--- src/rtl/instruction_fetch_pkg.sv ---
// instruction_fetch_pkg: shared constants and the queue entry type for the fetch stage.
package instruction_fetch_pkg;
    localparam logic [31:0] NOP_INST  = 32'h4020_0000;
    localparam logic [31:0] LNOP_INST = 32'h0020_0000;
    typedef struct packed {
        logic [31:0] pc;
        logic [31:0] inst0;
        logic [31:0] inst1;
    } fetch_entry_t;
endpackage

--- src/rtl/instruction_fetch_if.sv ---
// instruction_fetch_if: decode-side and local-store-side signals of the fetch stage.
// Big-endian bit 0 of each bus is its MSB, so word [0:31] of a pair sits in [63:32].
interface instruction_fetch_if #(parameter int LS_ADDR_W = 15);
    logic                 stall;
    logic                 branch_taken;
    logic                 flush;
    logic [31:0]          branch_target;
    logic                 imem_req;
    logic [LS_ADDR_W-1:0] imem_addr;
    logic [63:0]          imem_rdata;
    logic [31:0]          first_inst_output;
    logic [31:0]          second_inst_output;
    logic                 inst_valid;
    logic [31:0]          pc_output;
    modport master (
        input  stall, branch_taken, flush, branch_target, imem_rdata,
        output imem_req, imem_addr, first_inst_output, second_inst_output, inst_valid, pc_output
    );
    modport slave (
        output stall, branch_taken, flush, branch_target, imem_rdata,
        input  imem_req, imem_addr, first_inst_output, second_inst_output, inst_valid, pc_output
    );
endinterface

--- src/rtl/instruction_fetch_buffer.sv ---
// fetch_buffer: instruction-pair FIFO; the count tells full from empty, clear beats push and pop.
module fetch_buffer
    import instruction_fetch_pkg::*;
#(
    parameter int DEPTH = 4
) (
    input  logic                     clock,
    input  logic                     reset,
    input  logic                     push,
    input  logic                     pop,
    input  logic                     clear,
    input  fetch_entry_t             din,
    output logic [$clog2(DEPTH):0]   count,
    output fetch_entry_t             head
);
    localparam int AW = $clog2(DEPTH);
    fetch_entry_t mem [DEPTH];
    logic [AW-1:0] rd_ptr, wr_ptr;
    logic do_pop;
    assign do_pop = pop && count != '0;
    assign head = mem[rd_ptr];
    always_ff @(posedge clock or negedge reset) begin
        if (!reset) begin
            rd_ptr <= '0;
            wr_ptr <= '0;
            count  <= '0;
        end else if (clear) begin
            rd_ptr <= '0;
            wr_ptr <= '0;
            count  <= '0;
        end else begin
            wr_ptr <= wr_ptr + {{(AW-1){1'b0}}, push};
            rd_ptr <= rd_ptr + {{(AW-1){1'b0}}, do_pop};
            count  <= count + {{AW{1'b0}}, push} - {{AW{1'b0}}, do_pop};
        end
    end
    always_ff @(posedge clock) begin
        if (push && !clear) mem[wr_ptr] <= din;
    end
endmodule

--- src/rtl/instruction_fetch.sv ---
// instruction_fetch: issues aligned pair fetches to local store, queues returns, feeds decode.
// Redirects clear the queue and suppress the in-flight return; a mid-pair target blanks slot 0.
module instruction_fetch
    import instruction_fetch_pkg::*;
#(
    parameter int          IBUF_DEPTH = 4,
    parameter int          LS_ADDR_W  = 15,
    parameter logic [31:0] RESET_PC   = 32'h0000_0000
) (
    input logic clock,
    input logic reset,
    instruction_fetch_if.master bus
);
    localparam int CW = $clog2(IBUF_DEPTH) + 1;
    logic [31:0] fetch_pc, ret_pc, pc_last;
    logic running, inflight, mid_pair, redirect, issue, pop;
    logic [CW-1:0] count;
    fetch_entry_t head, entry;
    assign redirect = bus.branch_taken | bus.flush;
    // credit check counts the pending return so a push never lands on a full queue
    assign issue = running && !redirect && (count + CW'(inflight)) < CW'(IBUF_DEPTH);
    assign pop = bus.inst_valid && !bus.stall;
    assign entry = '{pc: ret_pc,
                     inst0: mid_pair ? NOP_INST : bus.imem_rdata[63:32],
                     inst1: bus.imem_rdata[31:0]};
    assign bus.imem_req = issue;
    assign bus.imem_addr = {fetch_pc[LS_ADDR_W-1:3], 3'b000};
    assign bus.inst_valid = count != '0;
    assign bus.first_inst_output = bus.inst_valid ? head.inst0 : NOP_INST;
    assign bus.second_inst_output = bus.inst_valid ? head.inst1 : NOP_INST;
    assign bus.pc_output = bus.inst_valid ? head.pc : pc_last;
    fetch_buffer #(.DEPTH(IBUF_DEPTH)) u_buf (
        .clock(clock),
        .reset(reset),
        .push(inflight),
        .pop(pop),
        .clear(redirect),
        .din(entry),
        .count(count),
        .head(head)
    );
    always_ff @(posedge clock or negedge reset) begin
        if (!reset) begin
            running  <= 1'b0;
            inflight <= 1'b0;
            mid_pair <= 1'b0;
            fetch_pc <= RESET_PC;
            ret_pc   <= '0;
            pc_last  <= '0;
        end else begin
            running  <= 1'b1;
            inflight <= issue;
            if (bus.inst_valid) pc_last <= head.pc;
            if (redirect) begin
                fetch_pc <= bus.branch_target & 32'hFFFF_FFF8;
                mid_pair <= bus.branch_target[2];
            end else begin
                if (issue) begin
                    fetch_pc <= fetch_pc + 32'd8;
                    ret_pc   <= fetch_pc;
                end
                if (inflight) mid_pair <= 1'b0;
            end
        end
    end
endmodule

--- src/flat_wrapper.sv ---
// flat-port wrapper written by rule: the top's interface ports become plain ports
module instruction_fetch_flat import instruction_fetch_pkg::*;
#(
    parameter int          IBUF_DEPTH = 4,
    parameter int          LS_ADDR_W  = 15,
    parameter logic [31:0] RESET_PC   = 32'h0000_0000
)
  (clock, reset, bus_stall, bus_branch_taken, bus_flush, bus_branch_target, bus_imem_rdata, bus_imem_req, bus_imem_addr, bus_first_inst_output, bus_second_inst_output, bus_inst_valid, bus_pc_output);
  instruction_fetch_if #(.LS_ADDR_W(LS_ADDR_W)) bus_i ();
  input logic clock;
  input logic reset;
  input wire logic [$bits(bus_i.stall)-1:0] bus_stall;
  input wire logic [$bits(bus_i.branch_taken)-1:0] bus_branch_taken;
  input wire logic [$bits(bus_i.flush)-1:0] bus_flush;
  input wire logic [$bits(bus_i.branch_target)-1:0] bus_branch_target;
  input wire logic [$bits(bus_i.imem_rdata)-1:0] bus_imem_rdata;
  output wire logic [$bits(bus_i.imem_req)-1:0] bus_imem_req;
  output wire logic [$bits(bus_i.imem_addr)-1:0] bus_imem_addr;
  output wire logic [$bits(bus_i.first_inst_output)-1:0] bus_first_inst_output;
  output wire logic [$bits(bus_i.second_inst_output)-1:0] bus_second_inst_output;
  output wire logic [$bits(bus_i.inst_valid)-1:0] bus_inst_valid;
  output wire logic [$bits(bus_i.pc_output)-1:0] bus_pc_output;
  assign bus_i.stall = bus_stall;
  assign bus_i.branch_taken = bus_branch_taken;
  assign bus_i.flush = bus_flush;
  assign bus_i.branch_target = bus_branch_target;
  assign bus_i.imem_rdata = bus_imem_rdata;
  assign bus_imem_req = bus_i.imem_req;
  assign bus_imem_addr = bus_i.imem_addr;
  assign bus_first_inst_output = bus_i.first_inst_output;
  assign bus_second_inst_output = bus_i.second_inst_output;
  assign bus_inst_valid = bus_i.inst_valid;
  assign bus_pc_output = bus_i.pc_output;
  instruction_fetch #(.IBUF_DEPTH(IBUF_DEPTH), .LS_ADDR_W(LS_ADDR_W), .RESET_PC(RESET_PC)) u_core (.clock(clock), .reset(reset), .bus(bus_i));
endmodule
--- config.mk ---
export PLATFORM = sky130hd
export DESIGN_NAME = instruction_fetch_flat
export DESIGN_NICKNAME = d
export VERILOG_FILES = /design/src/rtl/instruction_fetch_pkg.sv /design/src/rtl/instruction_fetch_if.sv /design/src/rtl/instruction_fetch_buffer.sv /design/src/rtl/instruction_fetch.sv /design/src/flat_wrapper.sv
export SDC_FILE = /design/constraint.sdc
export NUM_CORES = 1
export LEC_CHECK = 0
export CAP_MARGIN = 20
export CORE_UTILIZATION = 50
export DETAILED_ROUTE_END_ITERATION = 6
export PLACE_DENSITY = 0.68
export SYNTH_ARGS = -nofsm -noshare
export SYNTH_HDL_FRONTEND = slang
export SYNTH_SLANG_ARGS = --single-unit
--- constraint.sdc ---
create_clock -name clock -period 19.4 [get_ports clock]
set_input_delay 5.82 -clock clock [delete_from_list [all_inputs] [get_ports clock]]
set_output_delay 5.82 -clock clock [all_outputs]
set_load 0.01 [all_outputs]
==> parameters.txt <==
Parameter                              Value

Status
  Outcome    completed

Worst setup path
  Worst setup path endpoint    bus_imem_req
  Setup crit start kind    input port
  Reg-to-reg startpoint    u_core.inflight$_DFF_PN0_
  Reg-to-reg setup timing slack    16.67 ns
  Critical path arrival    7.54 ns
  Worst Reg-to-Reg Cells    6
  Critical path fanouts, max    38
  Required arrival time at the worst endpoint    13.58 ns
  Start point of the critical path    bus_flush
  Crit. End Element    output port
  Crit Reg-Reg Endpoint    u_core.fetch_pc[31]$_DFFE_PN0P_
  Critical Setup Path Class    in2out

Logic synthesis
  Post-synth top area share    about 60%
  Parity-gate share of the synthesized area counting xor and xnor cells    0.790%
  Sequential area share after synthesis    between 70% and 80%
  Ranking of synthesized cells by area    sky130_fd_sc_hd__edfxtp_1 60%, sky130_fd_sc_hd__dfrtp_1 14%, sky130_fd_sc_hd__mux4_2 11%
  Number of synthesis warnings    0
  Commonest cells post-synth    372 x sky130_fd_sc_hd__edfxtp_1, 100 x sky130_fd_sc_hd__dfrtp_1, 93 x sky130_fd_sc_hd__mux4_2, 65 x sky130_fd_sc_hd__and2_1, 57 x sky130_fd_sc_hd__mux2_2
  Number of synthesized register bits    472
  Synthesized instance count    979
  Mux contribution to synthesized area    between 10 and 15%
  Cell taking the most area after synthesis    sky130_fd_sc_hd__edfxtp_1
  Distinct cell type count of the synthesized netlist    40
  Adder-cell share of the synthesized area    0.473%
  Cell area after technology mapping    ~0.019 mm²
  Flip-flop cell with the highest count after synthesis    sky130_fd_sc_hd__edfxtp_1
  Main combinational cell family by area after synthesis    multiplexers
  Number of synthesized flops with an enable pin    between 300 and 400
  Area fraction in compound gates after synthesis    1.61%
  Async set-reset flop share out of synthesis    21.2%
  Synthesized area per cell    18.9 µm²
  Library cell with the highest instance count after synthesis    sky130_fd_sc_hd__edfxtp_1
  Synthesized-area fraction occupied by and/or/nand/nor cells    6.61%

Drt
  Routed wire length per instance    around 21 µm
  Vias post-DR    around 9.4k
  Detailed-routing iteration count for the pre-antenna-repair pass    5
  Initial detailed-routing violation count    530
  Total Wirelength    36300 µm
  Post-route antenna net violation count    0
  Number of DRC violations after detailed routing    0
  Vias per cell    between 5 and 6

Power and ir drop
  Worst supply voltage drop on vdd    59.9 µV
  Static leakage    7.60 nW
  Power density normalized to cell area    105 mW/mm²

Clocking
  TritonCTS clock tree    built
  Buffer type at the clock tree root    sky130_fd_sc_hd__clkbuf_16
  H-tree Lvls    2
  Post-CTS setup buffer count    0
  Num Clock Sinks    roughly 470
  Cells resized by post-CTS repair    0
  Cts bufs inserted    48
  CTS clock-pin slew for the worst setup and hold paths    0.06 ns
  Worst-skew pair later-pin latency    0.54 ns
  Deepest clock path buffer count    3
  Post-cts hold buffer count    0

Global route
  GRT Total Usage    19.7%
  Initial antenna violation count    0
  Via count of the first global-routing pass    between 9k and 10k
  Global-route wire length before repair    between 50000 and 60000 µm
  Pin count of the biggest net entering global routing    70
  Global route total overflow    0

Layout
  Fin nets    1297
  Antenna diode count    0
  Fraction of layout instances using a drive strength above 1    21.4%
  Layout overhead on the synthesized area    22.6%

STA
  RSZ-0062 raised after global routing    false
  Count of final max-slew check failures    0
  Clock Skew    0.00859 ns
  Fin crit share    68.9%
  Worst-case setup margin in the final layout    6.04 ns
  Final TNS setup    0 ns
  Worst-case headroom to the max-slew limit    between 30% and 40%
  Count of endpoints failing hold in the final timing report    0
  Fin crit period    ~13 ns
  Final setup violation count    0
  Worst-margin pin slew    1.02 ns
  Upper clock frequency limit    roughly 75 MHz

Die
  Chip height    194 µm
  Std cell rows    70
  Die width    194 µm
  Boundary pin count    214
  Initial core utilization    50.7%
  Area of the die    0.0378 mm²
  Placeable Area    0.0365 mm²

Place
  Routability congestion estimate from global placement    0.762
  Input/output buffers    208
  Pre-CTS setup slack    6.05 ns
  HPWL Detailed    21100 µm

Hold path
  Hold Crit Class    reg2reg

Job
  Number of max-cap violations    0
[through the flow]
stage	utilization [%]	total power, mW	hold slack [ns]	cell area (µm²)	cells
after floorplan	-	1.31	0.471	18500	981
after global placement	57.6	1.43	0.464	21000	1607
after detailed placement	57.6	1.44	0.469	21000	1607
after CTS	62.2	2.40	0.482	22700	1695
after global routing	62.2	2.46	0.510	22700	1695
final	62.2	2.38	0.477	22700	1695
[registers in the layout, summed over array words and instances, names as in the netlist]
signal / count
u_core.u_buf.wr_ptr: 2
u_core.mid_pair: 1
u_core.inflight: 1
u_core.u_buf.mem: 372
u_core.running: 1
u_core.ret_pc: 29
u_core.fetch_pc: 29
u_core.u_buf.rd_ptr: 2
u_core.pc_last: 32
u_core.u_buf.count: 3
[area by class of cell]
class / count / area, µm²
tap: 468 / 586
fill: 2609 / 13800
inverter: 5 / 20.0
multi-input combinational: 438 / 4540
timing repair buffer: 224 / 2200
clock buffer: 62 / 1360
sequential: 472 / 13700
clock inverter: 26 / 332
[where the power goes]
part	total, mW	switching [mW]	leakage [nW]	internal [mW]
clock network	0.964	0.366	0.834	0.598
registers	1.20	0.0361	4.55	1.16
logic	0.220	0.0937	2.22	0.126
total	2.38	0.496	7.60	1.88
[routing by layer]
| layer | GRT usage (%) | part of all wire [%] | routed length, µm | vias up |
|---|---|---|---|---|
| met3 | 3.24 | 5.2 | 1900 | 43 |
| met1 | 28.2 | 45 | 16200 | 4875 |
| li1 | - | - | - | 4247 |
| met2 | 32.0 | 49 | 17700 | 260 |
| met5 | 0 | 0 | 0 | - |
| met4 | 4.47 | 1.5 | 546 | 0 |
[placed cells by master, fill, tap and decap left out, types with 6 or more instances in the layout]
cell / n
sky130_fd_sc_hd__a31oi_1: 16
sky130_fd_sc_hd__and2_1: 65
sky130_fd_sc_hd__buf_4: 17
sky130_fd_sc_hd__bufinv_16: 8
sky130_fd_sc_hd__clkbuf_16: 49
sky130_fd_sc_hd__clkbuf_8: 8
sky130_fd_sc_hd__clkdlybuf4s50_1: 207
sky130_fd_sc_hd__clkinv_1: 8
sky130_fd_sc_hd__clkinv_2: 8
sky130_fd_sc_hd__dfrtp_1: 98
sky130_fd_sc_hd__edfxtp_1: 372
sky130_fd_sc_hd__ha_1: 7
sky130_fd_sc_hd__mux2_2: 57
sky130_fd_sc_hd__mux4_2: 93
sky130_fd_sc_hd__nand2_1: 22
sky130_fd_sc_hd__nand3_1: 11
sky130_fd_sc_hd__nand4_1: 11
sky130_fd_sc_hd__nor2_1: 25
sky130_fd_sc_hd__nor2b_1: 30
sky130_fd_sc_hd__o21ai_0: 19
sky130_fd_sc_hd__o31ai_1: 9
sky130_fd_sc_hd__or2_2: 8
sky130_fd_sc_hd__or3_1: 6
sky130_fd_sc_hd__or4_1: 10
sky130_fd_sc_hd__xnor2_1: 9
[worst max-delay path, cell delays in order]
cell,delay (ns)
sky130_fd_sc_hd__clkdlybuf4s50_1,0.43
sky130_fd_sc_hd__nor2_2,0.10
sky130_fd_sc_hd__buf_4,0.36
sky130_fd_sc_hd__nand3_1,0.16
sky130_fd_sc_hd__inv_1,0.11
sky130_fd_sc_hd__clkdlybuf4s50_1,0.55
[worst min path at each step]
stage	startpoint	to	slack [ns]	cells after the start
final	u_core.pc_last[0]$_DFF_PN0_	u_core.pc_last[0]$_DFF_PN0_	0.48	1
after global routing	u_core.pc_last[2]$_DFF_PN0_	u_core.pc_last[2]$_DFF_PN0_	0.51	1
after CTS	u_core.pc_last[0]$_DFF_PN0_	u_core.pc_last[0]$_DFF_PN0_	0.48	1
after detailed placement	u_core.pc_last[0]$_DFF_PN0_	u_core.pc_last[0]$_DFF_PN0_	0.47	1
after global placement	u_core.pc_last[2]$_DFF_PN0_	u_core.pc_last[2]$_DFF_PN0_	0.46	1
after floorplan	u_core.ret_pc[3]$_DFFE_PN0P_	u_core.u_buf.mem[0][67]$_DFFE_PP_	0.47	0
[cell families (layout without fill, tap and decap cells)]
family | after synthesis | count (layout)
XOR/XNOR | 15 | 15
AND/OR/NAND/NOR | 213 | 213
buffers and inverters | 71 | 317
multiplexers | 151 | 151
AO/OA/AOI/OAI | 48 | 48
adder cells (fa/ha/maj) | 7 | 7
other | 2 | 4
flip-flops | 472 | 472
Power figures use the tool's default switching activity.
